**config.mk**
```make
export PLATFORM = sky130hd
export DESIGN_NAME = gearbox_tx_param_flat
export DESIGN_NICKNAME = d
export VERILOG_FILES = /design/src/rtl/gearbox_tx_param_if.sv /design/src/rtl/gearbox_tx_param.sv /design/src/flat_wrapper.sv
export SDC_FILE = /design/constraint.sdc
export NUM_CORES = 1
export LEC_CHECK = 0
export ABC_AREA = 1
export BUFFER_PORTS_ARGS = -buffer_cell sky130_fd_sc_hd__buf_2
export CAP_MARGIN = 20
export CORE_ASPECT_RATIO = 0.8
export CORE_MARGIN = 5
export CORE_UTILIZATION = 60
export DETAILED_ROUTE_END_ITERATION = 8
export GPL_TIMING_DRIVEN = 0
export PLACE_DENSITY = 0.93
export SLEW_MARGIN = 10
export SYNTH_ARGS = -nofsm -noshare
export SYNTH_HDL_FRONTEND = slang
export SYNTH_SLANG_ARGS = --single-unit
```
**constraint.sdc**
```tcl
create_clock -name USER_CLK -period 3.5 [get_ports USER_CLK]
set_clock_uncertainty 0.2 [all_clocks]
set_input_delay 0.35 -clock USER_CLK [delete_from_list [all_inputs] [get_ports USER_CLK]]
set_output_delay 0.35 -clock USER_CLK [all_outputs]
set_load 0.02 [all_outputs]
```
**src/rtl/gearbox_tx_param_if.sv**
```systemverilog
// Handshake and status bundle between a stream source and gearbox_tx_param.
// The master drives DATA_IN/DATA_IN_VALID; the slave (the gearbox) drives everything else.
interface gearbox_tx_param_if #(
  parameter int IN_W  = 67,
  parameter int OUT_W = 20
);
  localparam int STORE_W = IN_W + OUT_W - 1;
  localparam int CNT_W   = $clog2(STORE_W + 1);

  logic [IN_W-1:0]  DATA_IN;
  logic             DATA_IN_VALID;
  logic             DATA_IN_READY;
  logic [OUT_W-1:0] DATA_OUT;
  logic             DATA_OUT_VALID;
  logic [CNT_W-1:0] FILL_LEVEL;
  logic             UNDERRUN;

  modport master (
    output DATA_IN, DATA_IN_VALID,
    input  DATA_IN_READY, DATA_OUT, DATA_OUT_VALID, FILL_LEVEL, UNDERRUN
  );

  modport slave (
    input  DATA_IN, DATA_IN_VALID,
    output DATA_IN_READY, DATA_OUT, DATA_OUT_VALID, FILL_LEVEL, UNDERRUN
  );
endinterface

```
**src/rtl/gearbox_tx_param.sv**
```systemverilog
// IN_W -> OUT_W MSB-first TX gearbox; one-cycle latency, registered output; DATA_IN_READY drops when a whole word will not fit.
// Optional GEARBOX_TX_BIT_REVERSE_EN emits each chunk LSB-first (first-transmitted bit at DATA_OUT[0]).
module gearbox_tx_param #(
  parameter int IN_W  = 67,
  parameter int OUT_W = 20
) (
  input  logic              USER_CLK,
  input  logic              SYSTEM_RESET,
  gearbox_tx_param_if.slave bus
);
  localparam int STORE_W = IN_W + OUT_W - 1;
  localparam int CNT_W   = $clog2(STORE_W + 1);
  localparam logic [CNT_W-1:0] C_OUT_W   = CNT_W'(OUT_W);
  localparam logic [CNT_W-1:0] C_IN_W    = CNT_W'(IN_W);
  localparam logic [CNT_W-1:0] C_RDY_MAX = CNT_W'(STORE_W - IN_W);

  logic [CNT_W-1:0]   r_cnt;
  logic [STORE_W-1:0] r_store;
  logic [OUT_W-1:0]   r_dout;
  logic               r_dout_vld;
  logic               r_underrun;
  logic               r_emitted;

  logic               w_drain;
  logic               w_rdy;
  logic               w_accept;
  logic [CNT_W-1:0]   w_cnt_d;
  logic [STORE_W-1:0] w_kept;
  logic [STORE_W-1:0] w_word;
  logic [OUT_W-1:0]   w_chunk;

  assign w_drain  = (r_cnt >= C_OUT_W);
  assign w_cnt_d  = w_drain ? (r_cnt - C_OUT_W) : r_cnt;
  assign w_rdy    = (w_cnt_d <= C_RDY_MAX);
  assign w_accept = bus.DATA_IN_VALID && w_rdy;
  assign w_kept   = w_drain ? (r_store << OUT_W) : r_store;
  // Bits below the retained ones are always zero, so the new word is simply OR-ed in underneath.
  assign w_word   = {bus.DATA_IN, {(OUT_W-1){1'b0}}} >> w_cnt_d;

  always_comb begin
    w_chunk = '0;
`ifdef GEARBOX_TX_BIT_REVERSE_EN
    for (int i = 0; i < OUT_W; i++) begin
      w_chunk[i] = r_store[STORE_W-1-i];
    end
`else
    w_chunk = r_store[STORE_W-1 -: OUT_W];
`endif
  end

  always_ff @(posedge USER_CLK) begin
    if (SYSTEM_RESET) begin
      r_cnt      <= '0;
      r_store    <= '0;
      r_dout     <= '0;
      r_dout_vld <= 1'b0;
      r_underrun <= 1'b0;
      r_emitted  <= 1'b0;
    end else begin
      r_cnt      <= w_accept ? (w_cnt_d + C_IN_W) : w_cnt_d;
      r_store    <= w_accept ? (w_kept | w_word) : w_kept;
      r_dout     <= w_drain ? w_chunk : '0;
      r_dout_vld <= w_drain;
      // Underrun is a gap in the output stream once it has started.
      if (w_drain) begin
        r_emitted <= 1'b1;
      end else if (r_emitted) begin
        r_underrun <= 1'b1;
      end
    end
  end

  assign bus.DATA_IN_READY  = w_rdy;
  assign bus.DATA_OUT       = r_dout;
  assign bus.DATA_OUT_VALID = r_dout_vld;
  assign bus.FILL_LEVEL     = r_cnt;
  assign bus.UNDERRUN       = r_underrun;
endmodule

```
**src/flat_wrapper.sv**
```systemverilog
// flat-port wrapper written by rule: the top's interface ports become plain ports
module gearbox_tx_param_flat 
#(
  parameter int IN_W  = 67,
  parameter int OUT_W = 20
)
  (USER_CLK, SYSTEM_RESET, bus_DATA_IN, bus_DATA_IN_VALID, bus_DATA_IN_READY, bus_DATA_OUT, bus_DATA_OUT_VALID, bus_FILL_LEVEL, bus_UNDERRUN);
  gearbox_tx_param_if #(.IN_W(IN_W), .OUT_W(OUT_W)) bus_i ();
  input  logic USER_CLK;
  input  logic SYSTEM_RESET;
  input wire logic [$bits(bus_i.DATA_IN)-1:0] bus_DATA_IN;
  input wire logic [$bits(bus_i.DATA_IN_VALID)-1:0] bus_DATA_IN_VALID;
  output wire logic [$bits(bus_i.DATA_IN_READY)-1:0] bus_DATA_IN_READY;
  output wire logic [$bits(bus_i.DATA_OUT)-1:0] bus_DATA_OUT;
  output wire logic [$bits(bus_i.DATA_OUT_VALID)-1:0] bus_DATA_OUT_VALID;
  output wire logic [$bits(bus_i.FILL_LEVEL)-1:0] bus_FILL_LEVEL;
  output wire logic [$bits(bus_i.UNDERRUN)-1:0] bus_UNDERRUN;
  assign bus_i.DATA_IN = bus_DATA_IN;
  assign bus_i.DATA_IN_VALID = bus_DATA_IN_VALID;
  assign bus_DATA_IN_READY = bus_i.DATA_IN_READY;
  assign bus_DATA_OUT = bus_i.DATA_OUT;
  assign bus_DATA_OUT_VALID = bus_i.DATA_OUT_VALID;
  assign bus_FILL_LEVEL = bus_i.FILL_LEVEL;
  assign bus_UNDERRUN = bus_i.UNDERRUN;
  gearbox_tx_param #(.IN_W(IN_W), .OUT_W(OUT_W)) u_core (.USER_CLK(USER_CLK), .SYSTEM_RESET(SYSTEM_RESET), .bus(bus_i));
endmodule
```
==> results of run 1 <==
-- how the worst max path moves through the flow --
| stage | endpoint | from | slack (ps) | depth (start not counted) |
|---|---|---|---|---|
| floorplan | u_core.r_store[21] | u_core.bus.FILL_LEVEL[1] | 410 | 18 |
| finish | u_core.r_store[47] | u_core.bus.FILL_LEVEL[1] | 140 | 17 |
| detailed placement | u_core.r_store[48] | u_core.bus.FILL_LEVEL[1] | -390 | 15 |
| global placement | u_core.r_store[47] | u_core.bus.FILL_LEVEL[1] | -290 | 15 |
| global route | u_core.r_store[3] | u_core.bus.FILL_LEVEL[1] | -10 | 18 |
| CTS | bus_DATA_IN_READY | u_core.bus.FILL_LEVEL[1] | -10 | 12 |
-- synth_stat cells, drive strengths merged, types with 5 or more instances --
cell type | count | share of area
buf | 51 | 0.031
o211ai | 12 | 0.010
inv | 98 | 0.042
mux2i | 31 | 0.035
nand2 | 619 | 0.27
o21ai | 156 | 0.091
a31oi | 11 | 0.0078
a21oi | 89 | 0.051
nor2 | 78 | 0.036
clkbuf | 58 | 0.025
dfxtp | 116 | 0.26
nand3 | 200 | 0.12
ha | 5 | 0.0071
-- registers in the layout, summed over array words and instances, names as in the netlist --
signal / cells
u_core.bus.UNDERRUN: 1
u_core.r_store: 86
u_core.bus.DATA_OUT: 20
u_core.r_emitted: 1
u_core.bus.FILL_LEVEL: 7
u_core.bus.DATA_OUT_VALID: 1
-- per-stage QoR --
step / setup TNS (ps) / util / instances / hold WS [ps] / area (µm²)
after floorplan: 0 / - / 1545 / 210 / 8770
after detailed placement: -23280 / 0.664 / 1827 / 223 / 9490
final: 0 / 0.713 / 1859 / 178 / 10200
after CTS: -29.8 / 0.707 / 1858 / 151 / 10100
after global routing: -9.66 / 0.713 / 1859 / 182 / 10200
after global placement: -15320 / 0.664 / 1827 / 222 / 9490
-- per-layer routing --
| layer | part of all wire | routed length, µm |
|---|---|---|
| met2 | 0.42 | 15900 |
| met1 | 0.39 | 14800 |
| met3 | 0.15 | 5680 |
| met5 | 0 | 0 |
| met4 | 0.048 | 1830 |
-- timing repair --
item / 4_1_cts / 5_1_grt
gates resized for setup: 10 / 35
setup endpoints to repair: 93 / 90
endpoints found under the hold margin: 0 / 0
cloned: 0 / 0
setup buffers: 1 / 1
-- area by class of cell --
class / count / area [µm²] / area share
Tap cell: 184 / 230 / 0.0226
Sequential cell: 116 / 2320 / 0.228
Buffer: 107 / 514 / 0.0505
Clock inverter: 15 / 169 / 0.0166
Multi-Input combinational cell: 1220 / 5640 / 0.553
Timing Repair Buffer: 100 / 505 / 0.0496
Clock buffer: 17 / 425 / 0.0417
Inverter: 100 / 384 / 0.0377
-- worst max-delay path, delay by kind of cell, from the launching register on --
kind                       cells  cell delay (ps)
AOI/OAI and AO/OA              2              330
adders and majority gates      1              210
buffers and inverters          6             1120
and+or+nand+nor                8             1000
DFF                            1              360
-- layout by cell type (no fill, tap or decap), types with 5 or more instances in the layout --
cell type,n
sky130_fd_sc_hd__buf_1,6
sky130_fd_sc_hd__buf_6,5
sky130_fd_sc_hd__a31oi_1,11
sky130_fd_sc_hd__nand3_1,195
sky130_fd_sc_hd__o21ai_0,130
sky130_fd_sc_hd__a21oi_1,89
sky130_fd_sc_hd__ha_1,5
sky130_fd_sc_hd__dfxtp_1,115
sky130_fd_sc_hd__mux2i_1,31
sky130_fd_sc_hd__buf_2,127
sky130_fd_sc_hd__inv_6,7
sky130_fd_sc_hd__clkbuf_16,17
sky130_fd_sc_hd__clkbuf_4,7
sky130_fd_sc_hd__inv_1,97
sky130_fd_sc_hd__o21ai_1,21
sky130_fd_sc_hd__o211ai_1,12
sky130_fd_sc_hd__nor2_1,74
sky130_fd_sc_hd__clkbuf_1,54
sky130_fd_sc_hd__nand2_1,612
-- cell families (layout without fill, tap and decap cells) --
family	after synthesis	in the layout	share of synthesized area
DFF	116	116	0.265
adders and majority gates	5	5	0.00713
muxes	31	31	0.0354
and+or+nand+nor	908	908	0.427
xor gates and xnor gates	2	2	0.00200
AOI/OAI and AO/OA	274	274	0.165
buffers and inverters	209	339	0.0982
==> impl_results.rst, run 1 <==
.. list-table::
   :header-rows: 1

   * - Metric
     - Value
   * - Post-CTS clock slew at the launch and capture registers of the worst setup and hold paths
     - 60 ps
   * - Number of synthesized flops with an enable pin
     - 0
   * - Most instantiated flip-flop cell in the synthesis netlist
     - sky130_fd_sc_hd__dfxtp_1
   * - Met2 capacity usage during global routing
     - 0.623
   * - Startpoint kind of the worst setup timing path
     - flip-flop
   * - Count of TritonRoute iterations in the first routing pass
     - 8
   * - Final period demand of the worst path
     - 3360 ps
   * - Die Y-Extent
     - 118 µm
   * - Worst reg-to-reg path cell count
     - 17
   * - Kind of end point of the critical path
     - flip-flop
   * - GPL Wtd Cong
     - 1.07
   * - Endpoints failing setup
     - 0
   * - Hold violation total from the final report
     - 0
   * - CTS Buf Count
     - 17
   * - Delay contributed by the slowest stage of the critical path
     - 360 ps
   * - Number of H-tree branching levels
     - 4
   * - Clock Latency Late Sink
     - 420 ps
   * - Flip-flop and latch count after synthesis
     - 116
   * - CP required
     - 3590 ps
   * - Total Routed Length
     - 38.2 mm
   * - Post-DRT Antenna Nets
     - 0
   * - Most used cell, CP
     - sky130_fd_sc_hd__buf_6
   * - Max-Cap Viols
     - 0
   * - Number of DRC violations after detailed-routing iteration 0
     - 2221
   * - Mapped cell area
     - 8770 µm²
   * - Total via count in the routed design
     - 11632
   * - Average footprint of a synthesized cell
     - 5.68 µm²
   * - Post-route setup slack
     - 137 ps
   * - Worst-case headroom to the max-slew limit
     - 0.481
   * - WHS Endpoint
     - u_core.bus.DATA_OUT_VALID
   * - Overall Global Routing Usage
     - 0.424
   * - Yosys warnings
     - 0
   * - Synthesized net count
     - 1620
   * - CTS Hold Bufs
     - 0
   * - Share of synthesized registers carrying an async set or reset
     - 0
   * - Port buffer count
     - 98
   * - Antenna Diode Count
     - 0
   * - Number of clock sinks seen by CTS
     - 116
   * - Core Box Area
     - 14300 µm²
   * - Total global routing overflow
     - 0
   * - Average via count per standard cell
     - 6.26
   * - Syn Inst Count
     - 1545
   * - FF-to-FF setup slack
     - 140 ps
   * - Estimated wirelength of the detail-placed design
     - 29.8 mm
   * - Vias in the first global route
     - 10566
   * - Floorplan die width
     - 145 µm
   * - Status
     - finished, final reports clean
   * - Met1 GRT Util
     - 0.591
   * - Critical path fanouts, max
     - 20
   * - Count of final max-slew check failures
     - 0
   * - TritonCTS clock tree
     - done
   * - Crit path DAT
     - 3450 ps
   * - Share of layout cells above drive strength 1
     - 0.124
   * - Number of library cell types mapped by synthesis
     - 37
   * - Terminus of the critical flop-to-flop path
     - u_core.r_store[47]
   * - Fraction of the cycle the final worst path needs
     - 0.961
   * - Min-Delay Path Class
     - in -> reg
   * - Beginning of the worst register-to-register path
     - u_core.bus.FILL_LEVEL[1]
   * - Std cell rows
     - 39
   * - Wire length of the first global-routing pass
     - 57.6 mm
   * - Critical path's slowest cell
     - sky130_fd_sc_hd__dfxtp_1
   * - CTS root buf
     - sky130_fd_sc_hd__clkbuf_16
   * - Global-route layer with the greatest usage
     - met2
   * - Sequence of cells on the critical path
     - buf_6 -> clkinvlp_4 -> buf_6 -> ha_1 -> nand3_2 -> nand3_4 -> buf_6 -> nand2_2 -> nand2_2 -> clkbuf_4 -> buf_2 -> o21ai_1 -> nand2_1 -> nand3_1 -> nand3_1 -> nand2_1 -> a21oi_1
   * - Maximum number of pins on one net before global-route repair
     - 21
   * - Per-cell routed wire length
     - 20.5 µm
   * - Cell depth of the worst min-delay path
     - 2
   * - Fill cell total of the finished layout
     - 1261
   * - Largest buffer count on any clock path
     - 2
   * - Area added between synthesis and finish
     - 16.2%
   * - Highest Clock Rate
     - 297 MHz
   * - Effective utilization at floorplan
     - 0.613
   * - Place WS
     - -387 ps
   * - Slew @ Worst Pin
     - 779 ps
   * - Crit Path Category
     - reg -> reg
   * - Grt met3 use
     - 0.0989
   * - Layout net count
     - 1737
   * - Antenna violations before repair
     - 0
   * - Min-Delay Startpoint
     - SYSTEM_RESET
   * - Top-Level Pins
     - 100
   * - Post-route DRC
     - 0
   * - Fraction of the yosys area taken by sequential cells
     - 0.265
   * - Die Outline Area
     - 17100 µm²
Power of run 1 is not shown: default switching activity piles up to over one toggle a cycle in this logic, so the estimate is an artifact.
==> run 2, diff against run 1 <==
CAP_MARGIN = not set   (was 20)
CORE_UTILIZATION = 45   (was 60)
PLACE_DENSITY = 0.77   (was 0.93)
clock period = 3.05 ns   (was 3.5 ns; I/O delays follow)
==> run 2 against run 1 <==
Net effect: critical path depth stayed put; via count is 3.7% lower; utilization is 15 points lower; sequential share of layout area is 0.97 points lower; non-clock buffer count is 6 higher; count of clock-buffer cells in the layout is 2 higher; global-route usage is 8.1 points lower; die area is 31% higher; maximum frequency is 15% higher; worst hold slack worse by 11 ps; cell area is 4.8% higher; critical endpoint is now u_core.r_store[2]; wire length is 2.7% higher; largest cell class unchanged.
==> impl_results.rst, run 2 (synthesized netlist as in run 1, its figures left out) <==
.. list-table::
   :header-rows: 1

   * - Metric
     - Value
   * - Met2 capacity usage during global routing
     - 0.517
   * - Kind of end point of the critical path
     - flip-flop
   * - Post-CTS clock slew at the launch and capture registers of the worst setup and hold paths
     - 60 ps
   * - Max-Cap Viols
     - 0
   * - Fraction of the cycle the final worst path needs
     - 0.959
   * - Std cell rows
     - 45
   * - Grt met3 use
     - 0.0740
   * - Antenna Diode Count
     - 0
   * - Critical path's slowest cell
     - sky130_fd_sc_hd__dfxtp_4
   * - GPL Wtd Cong
     - 1.03
   * - Post-DRT Antenna Nets
     - 0
   * - Total Routed Length
     - 39.2 mm
   * - Cell depth of the worst min-delay path
     - 2
   * - Sequence of cells on the critical path
     - inv_4 -> buf_8 -> ha_2 -> nand3_2 -> nand3_4 -> buf_8 -> nand2_8 -> nand2_4 -> buf_6 -> buf_4 -> nand2_1 -> nand3_1 -> nand3_2 -> nand3_1 -> nand2_1 -> nand2_1 -> a21oi_1
   * - CTS Buf Count
     - 17
   * - Top-Level Pins
     - 100
   * - Crit Path Category
     - reg -> reg
   * - Startpoint kind of the worst setup timing path
     - flip-flop
   * - Fill cell total of the finished layout
     - 1982
   * - CTS root buf
     - sky130_fd_sc_hd__clkbuf_16
   * - Status
     - finished, final reports clean
   * - Die Y-Extent
     - 135 µm
   * - Number of H-tree branching levels
     - 4
   * - Slew @ Worst Pin
     - 747 ps
   * - Port buffer count
     - 98
   * - Vias in the first global route
     - 10316
   * - Number of standard cells in the layout, taps in and fillers out
     - 1939
   * - Die Outline Area
     - 22400 µm²
   * - Count of TritonRoute iterations in the first routing pass
     - 7
   * - Clock Latency Late Sink
     - 420 ps
   * - CP required
     - 3130 ps
   * - Crit path DAT
     - 3000 ps
   * - Most used cell, CP
     - sky130_fd_sc_hd__nand2_1
   * - Effective utilization at floorplan
     - 0.459
   * - Average via count per standard cell
     - 5.78
   * - Floorplan die width
     - 166 µm
   * - Overall Global Routing Usage
     - 0.343
   * - Largest buffer count on any clock path
     - 2
   * - Number of DRC violations after detailed-routing iteration 0
     - 1609
   * - Top library cells by usage in the layout, fill and taps aside
     - sky130_fd_sc_hd__nand2_1 (601), sky130_fd_sc_hd__nand3_1 (180), sky130_fd_sc_hd__o21ai_0 (124)
   * - Post-route DRC
     - 0
   * - Maximum number of pins on one net before global-route repair
     - 21
   * - Antenna violations before repair
     - 0
   * - TritonCTS clock tree
     - done
   * - Number of clock sinks seen by CTS
     - 116
   * - Critical path fanouts, max
     - 20
   * - Share of layout cells above drive strength 1
     - 0.157
   * - Count of final max-slew check failures
     - 0
   * - Largest register FFs
     - 86
   * - Setup repair after global routing missed its margin
     - true
   * - Min-Delay Path Class
     - in -> reg
   * - Total via count in the routed design
     - 11203
   * - Post-route worst hold slack
     - 167 ps
   * - Met1 GRT Util
     - 0.496
   * - Total global routing overflow
     - 0
   * - Delay contributed by the slowest stage of the critical path
     - 380 ps
   * - Worst reg-to-reg path cell count
     - 17
   * - Endpoints failing setup
     - 0
   * - Register name with the most flops
     - u_core.r_store
   * - Layout net count
     - 1743
   * - Per-cell routed wire length
     - 20.2 µm
   * - Final period demand of the worst path
     - 2930 ps
   * - Estimated wirelength of the detail-placed design
     - 31.6 mm
   * - Core Box Area
     - 19100 µm²
   * - Area added between synthesis and finish
     - 21.9%
   * - DP Cell Count
     - 1901
   * - Highest Clock Rate
     - 342 MHz
   * - Commonest non-fill, non-tap cell in the layout
     - sky130_fd_sc_hd__nand2_1
   * - Global-route layer with the greatest usage
     - met2
   * - CTS Hold Bufs
     - 0
   * - Wire length of the first global-routing pass
     - 59.4 mm
   * - Hold violation total from the final report
     - 0
   * - Worst-case headroom to the max-slew limit
     - 0.502
-- run 2: cell count changes in the layout (fill, tap and decap cells not counted), sizes merged --
cell	before	now
clkinvlp	4	1
inv	107	101
buf	142	152
bufinv	2	3
clkbuf	82	80
clkinv	2	8
-- run 2: worst paths after layout --
path / start / end / slack [ps]
setup reg to reg: u_core.bus.FILL_LEVEL[1] / u_core.r_store[2] / 120
hold reg to reg: u_core.r_store[77] / u_core.bus.DATA_OUT[11] / 230
hold / removal: SYSTEM_RESET / u_core.bus.DATA_OUT_VALID / 170
setup / recovery: u_core.bus.FILL_LEVEL[1] / u_core.r_store[2] / 120
-- run 2: routing by layer --
metal	wire [µm]	part of all wire	vias up
met2	16600	0.42	694
met4	979	0.025	0
li1	-	-	5280
met3	4630	0.12	94
met1	17000	0.43	5135
met5	0	0	-
-- run 2: cell type report --
type                            count  area [µm²]  area share
Multi-Input combinational cell   1220        5870       0.550
Sequential cell                   116        2330       0.218
Buffer                            106         577      0.0540
Timing Repair Buffer              107         561      0.0525
Clock buffer                       19         453      0.0424
Inverter                          100         395      0.0370
Tap cell                          258         323      0.0302
Clock inverter                     13         173      0.0162
-- run 2: repair_timing --
| item | CTS | global route |
|---|---|---|
| endpoints found under the setup margin | 116 | 89 |
| gates resized for setup | 65 | 94 |
| endpoints found under the hold margin | 0 | 0 |
| pin swaps | 3 | 9 |
| setup buffers | 8 | 1 |
-- run 2: worst max-delay path, delay by kind of cell, from the launching register on --
family                   cells  cell delay [ps]
AND/OR/NAND/NOR             10             1130
buffers and inverters        5              800
flip-flops                   1              380
adder cells (fa/ha/maj)      1              200
AO/OA/AOI/OAI                1               50
-- run 2: stage by stage --
step                setup slack (ps)   util  instance area, µm²  setup TNS [ps]
CTS                             6.99  0.548               10500               0
global route                   -31.5  0.560               10700           -31.5
detailed placement              -894  0.502                9580          -73970
global placement                -883  0.502                9580          -69000
floorplan                       47.1      -                8770               0
finish                           124  0.560               10700               0
Power of run 2 is left out for the same reason.
